### config.mk
export PLATFORM = sky130hd
export DESIGN_NAME = mshr_wake_ctrl
export DESIGN_NICKNAME = d
export VERILOG_FILES = /design/src/rtl/mshr_wake_ctrl.sv
export SDC_FILE = /design/constraint.sdc
export NUM_CORES = 1
export LEC_CHECK = 0
export ABC_AREA = 1
export CAP_MARGIN = 20
export CORE_UTILIZATION = 30
export CTS_CLUSTER_SIZE = 30
export DETAILED_ROUTE_END_ITERATION = 16
export PLACE_DENSITY = 0.57
export SLEW_MARGIN = 30
export SYNTH_ARGS = -nofsm -noshare
export SYNTH_HDL_FRONTEND = slang
export SYNTH_SLANG_ARGS = --single-unit
### constraint.sdc
create_clock -name clk -period 8.1 [get_ports clk]
set_input_delay 2.025 -clock clk [delete_from_list [all_inputs] [get_ports clk]]
set_output_delay 2.025 -clock clk [all_outputs]
set_load 0.03 [all_outputs]
### src/rtl/mshr_wake_ctrl.sv
// Miss-status holding registers for one M-stage cache bank: merges misses per line, issues one
// bus request per line and replays each waiter as a one-cycle wake pulse after the fill returns.
module mshr_wake_ctrl #(
    parameter int unsigned NUM_ENTRIES = 4,
    parameter int unsigned LINE_AW     = 28,
    parameter int unsigned PTCID_W     = 7,
    parameter int unsigned QSLOTS      = 8,
    localparam int unsigned IDX_W      = $clog2(NUM_ENTRIES),
    localparam int unsigned OCC_W      = IDX_W + 1
) (
    input  logic               clk,
    input  logic               rst,
    input  logic               alloc_valid,
    output logic               alloc_ready,
    input  logic [LINE_AW-1:0] alloc_line_addr,
    input  logic [PTCID_W-1:0] alloc_ptcid,
    input  logic [QSLOTS-1:0]  alloc_qslot,
    input  logic [1:0]         alloc_opmask,
    output logic               miss_req_valid,
    output logic [LINE_AW-1:0] miss_req_addr,
    input  logic               miss_req_ready,
    input  logic               fill_valid,
    input  logic [LINE_AW-1:0] fill_line_addr,
    output logic               wake_valid,
    output logic [1:0]         mshr_wake,
    output logic [PTCID_W-1:0] mshr_ptcid,
    output logic [QSLOTS-1:0]  mshr_qslot_out,
    output logic [OCC_W-1:0]   occupancy
);

    typedef enum logic [1:0] {StFree, StReq, StWait, StWake} state_e;

    state_e             r_state  [NUM_ENTRIES];
    logic [LINE_AW-1:0] r_addr   [NUM_ENTRIES];
    logic [PTCID_W-1:0] r_ptcid  [NUM_ENTRIES];
    logic [QSLOTS-1:0]  r_qslot  [NUM_ENTRIES];
    logic [1:0]         r_opmask [NUM_ENTRIES];

    logic               r_wake_valid;
    logic [1:0]         r_mshr_wake;
    logic [PTCID_W-1:0] r_mshr_ptcid;
    logic [QSLOTS-1:0]  r_mshr_qslot;
    logic [OCC_W-1:0]   r_occ;

    logic                   w_free_any;
    logic [IDX_W-1:0]       w_free_idx;
    logic                   w_req_any;
    logic [IDX_W-1:0]       w_req_idx;
    logic                   w_wake_any;
    logic [IDX_W-1:0]       w_wake_idx;
    logic                   w_sec_hit;
    logic [NUM_ENTRIES-1:0] w_fill_hit;
    logic                   w_alloc_fire;
    logic                   w_alloc_fill;

    // Descending scans so the lowest matching index is the one left standing.
    always_comb begin
        w_free_any = 1'b0;
        w_free_idx = '0;
        w_req_any  = 1'b0;
        w_req_idx  = '0;
        w_wake_any = 1'b0;
        w_wake_idx = '0;
        w_sec_hit  = 1'b0;
        w_fill_hit = '0;
        for (int i = NUM_ENTRIES - 1; i >= 0; i--) begin
            if (r_state[i] == StFree) begin
                w_free_any = 1'b1;
                w_free_idx = IDX_W'(i);
            end
            if (r_state[i] == StReq) begin
                w_req_any = 1'b1;
                w_req_idx = IDX_W'(i);
            end
            if (r_state[i] == StWake) begin
                w_wake_any = 1'b1;
                w_wake_idx = IDX_W'(i);
            end
            if ((r_state[i] == StReq || r_state[i] == StWait) &&
                r_addr[i] == alloc_line_addr) begin
                w_sec_hit = 1'b1;
            end
            if (fill_valid && (r_state[i] == StReq || r_state[i] == StWait) &&
                r_addr[i] == fill_line_addr) begin
                w_fill_hit[i] = 1'b1;
            end
        end
    end

    assign alloc_ready    = w_free_any;
    assign w_alloc_fire   = alloc_valid && w_free_any;
    assign w_alloc_fill   = fill_valid && (fill_line_addr == alloc_line_addr);
    assign miss_req_valid = w_req_any;
    assign miss_req_addr  = w_req_any ? r_addr[w_req_idx] : '0;

    always_ff @(posedge clk or posedge rst) begin
        if (rst) begin
            for (int i = 0; i < NUM_ENTRIES; i++) begin
                r_state[i]  <= StFree;
                r_addr[i]   <= '0;
                r_ptcid[i]  <= '0;
                r_qslot[i]  <= '0;
                r_opmask[i] <= '0;
            end
            r_wake_valid <= 1'b0;
            r_mshr_wake  <= '0;
            r_mshr_ptcid <= '0;
            r_mshr_qslot <= '0;
            r_occ        <= '0;
        end else begin
            for (int i = 0; i < NUM_ENTRIES; i++) begin
                unique case (r_state[i])
                    StFree: begin
                        if (w_alloc_fire && w_free_idx == IDX_W'(i)) begin
                            r_addr[i]   <= alloc_line_addr;
                            r_ptcid[i]  <= alloc_ptcid;
                            r_qslot[i]  <= alloc_qslot;
                            r_opmask[i] <= alloc_opmask;
                            if (w_alloc_fill) begin
                                r_state[i] <= StWake;
                            end else if (w_sec_hit) begin
                                r_state[i] <= StWait;
                            end else begin
                                r_state[i] <= StReq;
                            end
                        end
                    end
                    StReq: begin
                        // A fill racing the request wins; the request is simply dropped.
                        if (w_fill_hit[i]) begin
                            r_state[i] <= StWake;
                        end else if (miss_req_ready && w_req_idx == IDX_W'(i)) begin
                            r_state[i] <= StWait;
                        end
                    end
                    StWait: begin
                        if (w_fill_hit[i]) begin
                            r_state[i] <= StWake;
                        end
                    end
                    StWake: begin
                        if (w_wake_idx == IDX_W'(i)) begin
                            r_state[i] <= StFree;
                        end
                    end
                    default: r_state[i] <= StFree;
                endcase
            end
            r_wake_valid <= w_wake_any;
            r_mshr_wake  <= w_wake_any ? r_opmask[w_wake_idx] : '0;
            r_mshr_ptcid <= w_wake_any ? r_ptcid[w_wake_idx] : '0;
            r_mshr_qslot <= w_wake_any ? r_qslot[w_wake_idx] : '0;
            r_occ        <= r_occ + (w_alloc_fire ? OCC_W'(1) : OCC_W'(0))
                                  - (w_wake_any ? OCC_W'(1) : OCC_W'(0));
        end
    end

    assign wake_valid     = r_wake_valid;
    assign mshr_wake      = r_mshr_wake;
    assign mshr_ptcid     = r_mshr_ptcid;
    assign mshr_qslot_out = r_mshr_qslot;
    assign occupancy      = r_occ;

endmodule

==> results by group <==
Run status
  – Status: finished, final reports clean

Floorplanning
  – Site Rows: 81
  – CORE AREA: 0.0487 mm²
  – Die X: 224 µm
  – Die H: 224 µm
  – Initial Utilization: 0.303
  – I/O pin total: 129
  – Die area: 0.0502 mm²

Pwr
  – Pwr Density: 378 mW/mm²
  – Leak: 8.57 nW
  – Worst ir drop on vdd: 0.188 mV

Logic synthesis
  – Synth area leader: dfrtp_1
  – Number of synthesis warnings: 0
  – Most frequent cells after synthesis: nand2_1, o21ai_0, nor2_1, inv_1, dfrtp_1
  – Count of state elements after synthesis: 209
  – Syn_area_per_cell: 6.07 µm²
  – FFs w/ async S/R, synth: 1.00
  – Yosys top cell area share: 0.354
  – Synthesized area: 0.0148 mm²
  – Ys flop type: dfrtp_1
  – Most frequent cell after synthesis: nand2_1
  – Largest cells by area after synthesis: dfrtp_1, nand2_1, o21ai_0
  – Post-synth cell types: 36
  – EDFF count, synth: 0
  – Mapped Cells: 2437
  – Post-synthesis sequential area ratio: 0.354
  – Syn_nets: 2534

Clock tree
  – H-tree depth: 1
  – Clock Latency Late Sink: 590 ps
  – Num CTS Buffers: 26
  – CTS tree: yes
  – Setup repair bufs after CTS: 0
  – Clk slew on worst S/H paths: 70 ps
  – Hold buffers post-CTS: 0
  – Resized cells post-CTS: 0
  – Root Buffer: clkbuf_16
  – CTS Sinks: 209
  – CTS Buffer Depth: 3

Global route
  – First-pass GRT wire length: 113 mm
  – Tot GR Track Use: 0.317
  – Largest net degree at the start of global routing: 109
  – Grt ovf: 0
  – Initial antenna violation count: 1
  – Number of global-route vias before repair: 15600

Drt
  – Wirelength per Cell: 24.8 µm
  – # DRC: 0
  – Routed Antenna Nets: 0
  – Drt total wl: 79.5 mm
  – Vias: 16300
  – First drt pass iteration count: 5
  – Number of DRC markers in iteration 0: 1755
  – Vias per cell: 5.08

Layout
  – Layout cells sized above 1: 0.0453
  – Diodes inserted: 0
  – Layout Nets: 2620
  – Final cell count without fillers: 3204
  – Synthesis-to-finish area growth: 18.8%
  – Final instance area: 0.0176 mm²

Setup path
  – Crit-path max FO: 29
  – CP arrival: 4110 ps
  – Kind of critical path: register to primary output
  – Critical Path End Type: primary output
  – Startpoint types: register
  – CP Data Required Time: 6080 ps

STA
  – Period utilisation layout: 0.758
  – Max-slew headroom: 0.326
  – Fin Setup TNS: 0 ps
  – Final setup skew: 13.6 ps
  – Final setup vio count: 0
  – Fmax: 163 MHz
  – Endpoints failing hold: 0
  – Minimum clock period: 6140 ps
  – Slew Limit Fails: 0
  – Slew of the pin with the lowest slew margin: 1010 ps
  – RSZ-0062 raised after global routing: false

Placed design
  – Post-DP HPWL: 63.6 mm
  – IO buf count: 128
  – Placed Area: 0.0167 mm²
  – RD Place Congestion: 1.05
  – Placed cells: 3159

Worst hold path
  – HP Class: register to register

Job
  – Max Cap Viol: 0
[stage by stage]
stage	power (mW)	hold WS, ps	setup WS (ps)	util
3_3_place_gp	5.29	466	2640	0.341
5_1_grt	7.06	507	1620	0.360
4_1_cts	6.62	488	1980	0.360
3_5_place_dp	5.33	473	2610	0.342
2_1_floorplan	3.86	448	366	-
6_report	6.64	484	1960	0.360
[layout make-up]
| cell class | count | area [µm²] |
|---|---|---|
| Clock buffer | 31 | 689 |
| Clock inverter | 14 | 214 |
| Fill cell | 5352 | 31200 |
| Inverter | 280 | 1060 |
| Multi-Input combinational cell | 1866 | 8160 |
| Sequential cell | 209 | 5230 |
| Tap cell | 664 | 831 |
| Timing Repair Buffer | 140 | 1380 |
[sequential cells by signal, summed over array words and instances (netlist names)]
signal,flops
mshr_ptcid,7
mshr_qslot_out,8
mshr_wake,2
occupancy,3
r_addr,112
r_opmask,8
r_ptcid,28
r_qslot,32
r_state,8
wake_valid,1
[worst max-delay path: stages (launching register included)]
cell	delay [ps]
dfrtp_1	420
inv_1	100
ha_1	280
nand2_1	140
a21oi_1	150
clkinv_1	730
buf_4	550
a21oi_1	160
o21ai_0	110
a31oi_1	160
clkdlybuf4s50_1	690
[per-layer routing]
metal  GRT usage  up-vias  share of wire
met5           0        -              0
met4       0.114        0          0.039
met3      0.0374      111          0.057
met2       0.534      598           0.47
met1       0.416     7834           0.43
li1            -     7744              -
[layout by cell type, fill, tap and decap left out, types with 2 or more instances in the layout]
| cell | n |
|---|---|
| o21ai_0 | 258 |
| nor2_4 | 2 |
| clkdlybuf4s50_1 | 128 |
| inv_2 | 43 |
| clkinv_2 | 5 |
| clkbuf_1 | 3 |
| nand3b_1 | 4 |
| clkbuf_8 | 2 |
| nor2_1 | 255 |
| a22oi_1 | 3 |
| nand3_1 | 51 |
| nand4_1 | 23 |
| clkinv_1 | 2 |
| nand2_2 | 2 |
| ha_1 | 18 |
| a21oi_1 | 35 |
| or2_2 | 3 |
| clkbuf_16 | 26 |
| buf_4 | 11 |
| a31oi_1 | 45 |
| nand2_1 | 1087 |
| bufinv_16 | 5 |
| nor3_4 | 2 |
| xor2_1 | 8 |
| nor3_1 | 5 |
| nor2_2 | 6 |
| clkinvlp_4 | 3 |
| o21bai_1 | 2 |
| inv_1 | 234 |
| dfrtp_1 | 209 |
| o211ai_1 | 19 |
| xnor2_1 | 22 |
| o21ai_1 | 10 |
[where the power goes]
part           switching [mW]  internal, mW  total [mW]
clock network           0.516         0.763        1.28
registers               0.453          1.43        1.88
logic                    2.39          1.09        3.48
total                    3.36          3.28        6.64
[path summary, 6_finish.rpt]
kind                       cells past startpoint                end        start  slack [ps]
setup reg to reg                               9       occupancy[2]   r_state[4]        5230
hold reg to reg                                2        r_opmask[0]  r_opmask[0]         480
min in group asynchronous                      2        r_ptcid[26]          rst        1960
max in group asynchronous                      3         r_addr[47]          rst        4790
hold / removal                                 2        r_opmask[0]  r_opmask[0]         480
setup / recovery                              10  miss_req_addr[18]   r_state[1]        1960
[kinds of logic after synthesis]
| group | share of synthesized area |
|---|---|
| buffers and inverters | 0.0970 |
| flip-flops | 0.354 |
| AO/OA/AOI/OAI | 0.135 |
| AND/OR/NAND/NOR | 0.380 |
| XOR/XNOR | 0.0178 |
| adder cells (fa/ha/maj) | 0.0166 |
No activity file was read; power rests on OpenSTA's default activity.
